## config.mk

```make
export PLATFORM = sky130hd
export DESIGN_NAME = iterative_normalizer_flat
export DESIGN_NICKNAME = d
export VERILOG_FILES = /design/src/rtl/iterative_normalizer_pkg.sv /design/src/rtl/iterative_normalizer_if.sv /design/src/rtl/iterative_normalizer.sv /design/src/flat_wrapper.sv
export SDC_FILE = /design/constraint.sdc
export NUM_CORES = 1
export LEC_CHECK = 0
export CAP_MARGIN = 20
export CORE_AREA = 3 3 76 78
export DETAILED_ROUTE_END_ITERATION = 10
export DIE_AREA = 0 0 79 81
export PLACE_DENSITY = 0.66
export SLEW_MARGIN = 20
export SYNTH_ARGS = -nofsm -noshare
export SYNTH_HDL_FRONTEND = slang
export SYNTH_SLANG_ARGS = --single-unit
```

## constraint.sdc

```tcl
create_clock -name clk -period 1.55 [get_ports clk]
set_clock_uncertainty 0.1 [all_clocks]
set_input_delay 0.2325 -clock clk [delete_from_list [all_inputs] [get_ports clk]]
set_output_delay 0.2325 -clock clk [all_outputs]
set_load 0.1 [all_outputs]
```

## src/rtl/iterative_normalizer_pkg.sv

```systemverilog
`default_nettype none
// +----------------------------------------------------------------------------+
// | iterative_normalizer_pkg                                                   |
// | Shared ALU types and widths for the iterative left-normalizer.             |
// | Revision: 1.0                                                              |
// +----------------------------------------------------------------------------+
package iterative_normalizer_pkg;

  localparam int DEFAULT_NBITS = 32;

  typedef enum logic [1:0] {
    IDLE  = 2'd0,
    SHIFT = 2'd1,
    DONE  = 2'd2
  } normalizer_state_e;

endpackage
`default_nettype wire

```

## src/rtl/iterative_normalizer_if.sv

```systemverilog
`default_nettype none
// +----------------------------------------------------------------------------+
// | iterative_normalizer_if                                                    |
// | Operand-in / result-out valid-ready bundle for the normalizer.             |
// | Revision: 1.0                                                              |
// +----------------------------------------------------------------------------+
interface iterative_normalizer_if
  import iterative_normalizer_pkg::*;
#(
  parameter int NBITS = DEFAULT_NBITS
);

  localparam int CNT_W = $clog2(NBITS);

  logic [NBITS-1:0] in;
  logic             in_valid;
  logic             in_ready;
  logic [NBITS-1:0] out;
  logic [CNT_W-1:0] shift_amount;
  logic             zero;
  logic             out_valid;
  logic             out_ready;

  // Producer/consumer side of the normalizer
  modport master (
    output in,
    output in_valid,
    input  in_ready,
    input  out,
    input  shift_amount,
    input  zero,
    input  out_valid,
    output out_ready
  );

  // The normalizer itself
  modport slave (
    input  in,
    input  in_valid,
    output in_ready,
    output out,
    output shift_amount,
    output zero,
    output out_valid,
    input  out_ready
  );

endinterface
`default_nettype wire

```

## src/rtl/iterative_normalizer.sv

```systemverilog
`default_nettype none
// +----------------------------------------------------------------------------+
// | iterative_normalizer                                                       |
// | Shifts an operand left one bit per cycle until its MSB is set and reports  |
// | the shift count (leading-zero count); all outputs are registered.          |
// | Revision: 1.0                                                              |
// +----------------------------------------------------------------------------+
module iterative_normalizer
  import iterative_normalizer_pkg::*;
#(
  parameter int NBITS = DEFAULT_NBITS
)(
  input  wire                   clk,
  input  wire                   rst,
  iterative_normalizer_if.slave bus
);

  localparam int CNT_W = $clog2(NBITS);

  localparam logic [1:0] S_IDLE  = 2'(IDLE);
  localparam logic [1:0] S_SHIFT = 2'(SHIFT);
  localparam logic [1:0] S_DONE  = 2'(DONE);

  logic [1:0]       r_state;
  logic [1:0]       w_next_state;
  logic [NBITS-1:0] r_work;
  logic [CNT_W-1:0] r_cnt;
  logic             r_zero;
  logic             r_in_ready;
  logic             r_out_valid;
  logic             w_accept;
  logic             w_in_is_zero;

  // r_in_ready is the registered image of "state is IDLE", so gating the
  // accept with it also blocks acceptance in the cycle right after reset.
  assign w_accept     = r_in_ready && bus.in_valid;
  assign w_in_is_zero = (bus.in == '0);

  always_comb begin
    w_next_state = r_state;
    case (r_state)
      S_IDLE: begin
        if (w_accept) begin
          if (w_in_is_zero || bus.in[NBITS-1]) begin
            w_next_state = S_DONE;
          end else begin
            w_next_state = S_SHIFT;
          end
        end
      end
      S_SHIFT: begin
        // The bit about to become the MSB ends the walk on this same edge
        if (r_work[NBITS-2]) begin
          w_next_state = S_DONE;
        end
      end
      S_DONE: begin
        if (bus.out_ready) begin
          w_next_state = S_IDLE;
        end
      end
      default: w_next_state = S_IDLE;
    endcase
  end

  always_ff @(posedge clk) begin
    if (rst) begin
      r_state     <= S_IDLE;
      r_work      <= '0;
      r_cnt       <= '0;
      r_zero      <= 1'b0;
      r_in_ready  <= 1'b0;
      r_out_valid <= 1'b0;
    end else begin
      r_state     <= w_next_state;
      r_in_ready  <= (w_next_state == S_IDLE);
      r_out_valid <= (w_next_state == S_DONE);
      case (r_state)
        S_IDLE: begin
          if (w_accept) begin
            r_work <= bus.in;
            r_cnt  <= '0;
            r_zero <= w_in_is_zero;
          end
        end
        S_SHIFT: begin
          r_work <= {r_work[NBITS-2:0], 1'b0};
          r_cnt  <= r_cnt + CNT_W'(1);
        end
        default: begin
        end
      endcase
    end
  end

  assign bus.in_ready     = r_in_ready;
  assign bus.out_valid    = r_out_valid;
  assign bus.out          = r_work;
  assign bus.shift_amount = r_cnt;
  assign bus.zero         = r_zero;

endmodule
`default_nettype wire

```

## src/flat_wrapper.sv

```systemverilog
// flat-port wrapper written by rule: the top's interface ports become plain ports
module iterative_normalizer_flat import iterative_normalizer_pkg::*;
#(
  parameter int NBITS = DEFAULT_NBITS
)
  (clk, rst, bus_in, bus_in_valid, bus_in_ready, bus_out, bus_shift_amount, bus_zero, bus_out_valid, bus_out_ready);
  iterative_normalizer_if #(.NBITS(NBITS)) bus_i ();
  input  wire clk;
  input  wire rst;
  input wire logic [$bits(bus_i.in)-1:0] bus_in;
  input wire logic [$bits(bus_i.in_valid)-1:0] bus_in_valid;
  output wire logic [$bits(bus_i.in_ready)-1:0] bus_in_ready;
  output wire logic [$bits(bus_i.out)-1:0] bus_out;
  output wire logic [$bits(bus_i.shift_amount)-1:0] bus_shift_amount;
  output wire logic [$bits(bus_i.zero)-1:0] bus_zero;
  output wire logic [$bits(bus_i.out_valid)-1:0] bus_out_valid;
  input wire logic [$bits(bus_i.out_ready)-1:0] bus_out_ready;
  assign bus_i.in = bus_in;
  assign bus_i.in_valid = bus_in_valid;
  assign bus_in_ready = bus_i.in_ready;
  assign bus_out = bus_i.out;
  assign bus_shift_amount = bus_i.shift_amount;
  assign bus_zero = bus_i.zero;
  assign bus_out_valid = bus_i.out_valid;
  assign bus_i.out_ready = bus_out_ready;
  iterative_normalizer #(.NBITS(NBITS)) u_core (.clk(clk), .rst(rst), .bus(bus_i));
endmodule
```

Yosys cells after proc, flatten, opt, wreduce, memory -nomap -nowiden
Index checks and enable logic that the tools add are counted.
Operators by class
  add/sub/neg operators: 1
  eq/ne operators: 4
  muxes and demuxes: 9
  reductions and logical operators: 8
Operator list (number)
  $pmux W32 S2: 1
  $logic_not A32 Y1: 1
  $mux W32: 1
  $pmux W5 S2: 1
  $mux W2: 4
  $pmux W2 S3: 1
  $add A5 B1 Y5 const B: 1
  $mux W5: 1
  $eq A2 B2 Y1 const B: 2
  $logic_not A2 Y1: 2
  $reduce_and A2 Y1: 2
  $eq A2 B1 Y1 const B: 1
  $ne A2 B1 Y1 const B: 1
  $reduce_bool A2 Y1: 1
  $logic_and A1 B1 Y1: 1
  $logic_or A1 B1 Y1: 1
Storage, ports and cells
  register bits: 42
  bits of input ports: 36
  output and inout port bits: 40
  logic and storage cells: 28

Longest topological paths before layout
  depth in word-level cells: 6
  depth in mapped cells: 6
  mapped depth without buffers: 4

Least setup slack after synthesis
Ideal clock, no wire load.
  path kind: reg2reg
  start point: reg u_core.r_in_ready, in the netlist u_core.bus.in_ready
  end point: reg u_core.r_work[13], in the netlist u_core.bus.out[13]
  library setup time: 0.070 ns
  data arrival time: 1.816 ns
  data required time: 1.380 ns
  path slack: -0.437 ns
  cell stages (with the launch flop): 6
  path buffers: 2
  period minus slack after synthesis: 1.987 ns
  path through: dfxtp_1 and4bb_1 buf_6 buf_2 a22oi_1 a21oi_1
Between the ends
  cells in the longest elaborated chain, start to end: 3
Ends and longest elaborated chain
  start, declared: line iterative_normalizer.sv:29  | logic r_in_ready;
  start signal, assigned: line iterative_normalizer.sv:76  | r_in_ready <= (w_next_state == S_IDLE);
  $logic_and A1 B1 Y1: line iterative_normalizer.sv:36  | assign w_accept = r_in_ready && bus.in_valid;
  $ne A2 B1 Y1 (no source line)
  $reduce_and A2 Y1 (no source line)
  end signal, assigned: line iterative_normalizer.sv:81  | r_work <= bus.in;
  end signal, assigned: line iterative_normalizer.sv:87  | r_work <= {r_work[NBITS-2:0], 1'b0};
  end, declared: line iterative_normalizer.sv:26  | logic [NBITS-1:0] r_work;
No other way between the ends.
A chain may end at the register's enable or synchronous reset.

Worst setup path after layout
  start point: reg u_core.r_state[1]
  end point: reg u_core.r_work[29], in the netlist u_core.bus.out[29]
Between the ends
  cells in the longest elaborated chain, start to end: 3
  elaborated cells between the ends (all ways): 6
  those cells by class: eq/ne: 2; mux: 1; reduce/logical: 3
Ends and longest elaborated chain
  start, declared: line iterative_normalizer.sv:24  | logic [1:0] r_state;
  start signal, assigned: line iterative_normalizer.sv:75  | r_state <= w_next_state;
  $logic_not A2 Y1 / $eq A2 B1 Y1 (equally long branches): line iterative_normalizer.sv:78  | case (r_state)
  $ne A2 B1 Y1 (no source line) / $reduce_bool A2 Y1 (equally long branches)
  $reduce_and A2 Y1 (no source line)
Parallel ways exist; a longest one is shown, timed or not.

==> results.md <==
- The post-detailed-route count of antenna-violating nets is 0.
- The longest clock path from root to sink contains 2 buffers.
- Along the worst path, the maximum fanout reaches 13.
- The class of the tightest hold or removal check is flop to flop.
- Yosys mapped a number of flops with a built-in enable equal to 0.
- The die covers 6400 µm².
- The finished layout holds 369 standard cells, fillers aside.
- The number of clock buffers inserted by TritonCTS is 5.
- The clock root buffer is clkbuf_8.
- In this run, distinct cell masters in the synthesized netlist total 31.
- The I/O pin count is 76.
- Of the total power, combinational logic draws 0.396.
- Counting flops and latches in the post-synthesis netlist gives 42.
- In the final layout, the share of cells above drive strength 1 is 0.298.
- Buffers placed on the I/O ports in this run total between 70 and 80.
- The internal portion of the total power is slightly above 2 mW.
- The run finished with clean final reports.
- Summed over all nets, the half-perimeter wirelength after detailed placement is between 4 and 5 mm.
- The post-synthesis instance area is about 1800 µm².
- The commonest cells after synthesis are dfxtp_1, a21oi_1, nand2_1.
- The number of hold buffers added after CTS was 0.
- The dominant cell type by area after synthesis is dfxtp_1.
- The share of synthesized flip-flops with an asynchronous set or reset is 0.
- The post-synthesis cell count is ~200.
- Of the total power, the share spent switching nets is 0.380.
- The power share of the sequential group is 0.384.
- The number of antenna violations at the first check in global routing was 0.
- The via count of the first global-routing pass was between 1500 and 2000.
- The kind of end point of the critical path is a flop.
- The post-synthesis to final-layout area growth is 84.9%.
- The share of the Yosys chip area taken by registers is 0.473.
- The number of antenna diodes in the final layout is 0.
- Yosys printed 0 warnings.
- The worst setup path is launched from a flop.
- The post-route total power is 3.28 mW.
- The placeable core region is between 5000 and 6000 µm².
- The synthesized netlist net count is 240.
- For this run, the post-layout net count is between 300 and 400.
- Summed over all nets, the switching power comes to about 1.2 mW.
- In the final routed layout, each cell accounts on average for 14.6 µm.
- After detailed routing, the number of remaining DRC violations is 0.
- After detailed placement, the design holds a cell count of between 300 and 400.
- The worst-case headroom to the max-slew limit is 0.772.
- The average instance in the mapped netlist occupies between 8 and 9 µm².
- The number of setup buffers added after CTS is 0.
- After detailed routing, the number of vias per cell comes to ~5.2.
- The number of levels the H-tree was split into is 2.
- The detailed router finished its first iteration with 99 violations.
- The total number of vias is about 1900.
- By area the synthesized netlist is led by dfxtp_1, a22oi_1, a21oi_1.
- Power spread over the standard cell area amounts to between 900 and 1000 nW/µm².
- The routed design has 5.40 mm of wire.
- Setup violations remaining at the end of the flow were counted as 0.
- The TritonCTS sink count is between 40 and 50.
- Data on the critical path is required at its endpoint by roughly 1.6 ns.
- The library cell with the highest instance count after synthesis is dfxtp_1.
- The first TritonRoute pass finished after 4 iterations.
- The total global routing track utilization is 0.175.
- Dividing the final minimum period by the clock period gives 0.943.
- The time the final worst path needs with I/O delays and setup is approximately 1.5 ns.
- The final hold violation count is 0.
- The die is 79 µm wide.
- The worst-case IR drop observed on VDD is roughly 0.61 mV.
- The clock latency on the worst-skew pair is slightly below 0.3 ns.
- Summed over all layers, the global routing overflow is 0.
- The startpoint-to-endpoint class of the critical path is flop to flop.
- For this configuration, the core starts out at a cell density of 0.346.
- Clock-pin slew was measured on the worst setup and hold paths at 0.08 ns.
- The height of the chip is ~81 µm.
- The transition time of the tightest slew-check pin is approximately 0.34 ns.
- The static leakage is approximately 1.2 nW.
- The largest net degree at the start of global routing is 15.
- The first global-routing pass estimated just under 9 mm of wire.
- The number of violations of the max-capacitance limit is 0.
- The clock tree from TritonCTS is yes.
- Setup repair after global routing left no endpoint under its margin.
- The top flip-flop cell by instance count after synthesis is dfxtp_1.
- The final count of pins violating max slew was 0.
- Of the total power, the clock network draws 0.220.
- The proportion of netlist area held by the largest area contributor is 0.473.
- Based on the critical path, the design can be clocked at up to 684 MHz.
- The number of placement rows is 26.
- The data arrival time of the critical path is between 1.5 and 2 ns.
- The final RePlAce weighted congestion is between 0.7 and 0.8.
-- worst paths after layout --
| check | start | end | slack, ns | cells after the start |
|---|---|---|---|---|
| max | u_core.r_state[1] | u_core.bus.out[29] | 0.09 | 5 |
| min | u_core.bus.out[31] | u_core.bus.out[31] | 0.40 | 2 |
| max reg2reg | u_core.r_state[1] | u_core.bus.out[29] | 0.09 | 5 |
| min reg2reg | u_core.bus.out[31] | u_core.bus.out[31] | 0.40 | 2 |
-- metal layers --
| layer | track usage | routed length [µm] | vias up |
|---|---|---|---|
| li1 | - | - | 944 |
| met1 | 0.227 | 2380 | 906 |
| met2 | 0.283 | 2640 | 57 |
| met3 | 0.0466 | 304 | 6 |
| met4 | 0.0567 | 73 | 0 |
| met5 | 0 | 0 | - |
-- registers in the layout, indices dropped and copies added (netlist names) --
register                 count
u_core.bus.out              32
u_core.bus.shift_amount      5
u_core.r_state               2
u_core.bus.in_ready          1
u_core.bus.out_valid         1
u_core.bus.zero              1
-- area by class of cell --
class                      count  area (µm²)
multi-input combinational    144         855
fill                         446        1850
sequential                    42         857
clock buffer                   7        86.3
tap                           70        87.6
timing repair buffer         104        1390
clock inverter                 1        5.00
inverter                       1        3.75
-- stage by stage --
stage	TNS (ns)	hold WS [ns]	util	cell area (µm²)	setup slack, ns
after floorplan	0	0.223	-	1790	0.0421
after global placement	-5.16	0.383	0.619	3180	-0.308
after detailed placement	-4.98	0.388	0.619	3180	-0.285
after CTS	0	0.399	0.636	3270	0.0262
after global routing	0	0.418	0.640	3290	0.00181
final	0	0.396	0.640	3290	0.0888
-- repair_timing --
action | CTS | global route
endpoints found under the setup margin | 0 | 20
hold endpoints to repair | 0 | 0
gates resized for setup | 0 | 5
-- worst max-delay path: stages, from the launching register on --
cell and delay, ns:
dfxtp_2 0.36, and4bb_1 0.21, buf_4 0.16, buf_4 0.19
a22oi_1 0.23, a21oi_1 0.09
-- cells by family after synthesis --
kind of cell / Yosys count / synth area share
adder cells (fa/ha/maj): 1 / 0.00704
flip-flops: 42 / 0.473
buffers and inverters: 17 / 0.0549
AND/OR/NAND/NOR: 74 / 0.207
AO/OA/AOI/OAI: 69 / 0.258
-- layout by cell type, fill, tap and decap left out --
cell / instances
nand3b_1: 1
o32ai_1: 1
dfxtp_4: 3
nor2_8: 1
a22o_1: 2
nand2_1: 27
and2b_4: 1
nor2_1: 20
nand4bb_1: 1
clkbuf_8: 6
a211oi_1: 1
clkdlybuf4s50_1: 35
clkbuf_1: 1
o21ai_1: 1
a22oi_1: 22
o221ai_1: 8
and3_1: 1
ha_1: 1
a2111oi_1: 1
nor4_2: 2
nand3_1: 4
buf_4: 27
and4bb_1: 1
a21oi_1: 30
clkinv_2: 1
nand4_1: 4
inv_1: 1
nor4_1: 6
a22oi_2: 1
dfxtp_1: 35
buf_12: 42
or2_0: 2
nor2_2: 1
a21o_1: 1
dfxtp_2: 4
nand2b_1: 2
o21ai_0: 1
-- power groups by stage --
stage	logic (mW)	registers [mW]	clock network (mW)
floorplan	0.244	1.76	0
global placement	1.29	1.28	0
detailed placement	1.30	1.28	0
CTS	1.30	1.26	0.744
global route	1.35	1.27	0.792
finish	1.30	1.26	0.721
Note: power is estimated with default switching activity, not from simulation.
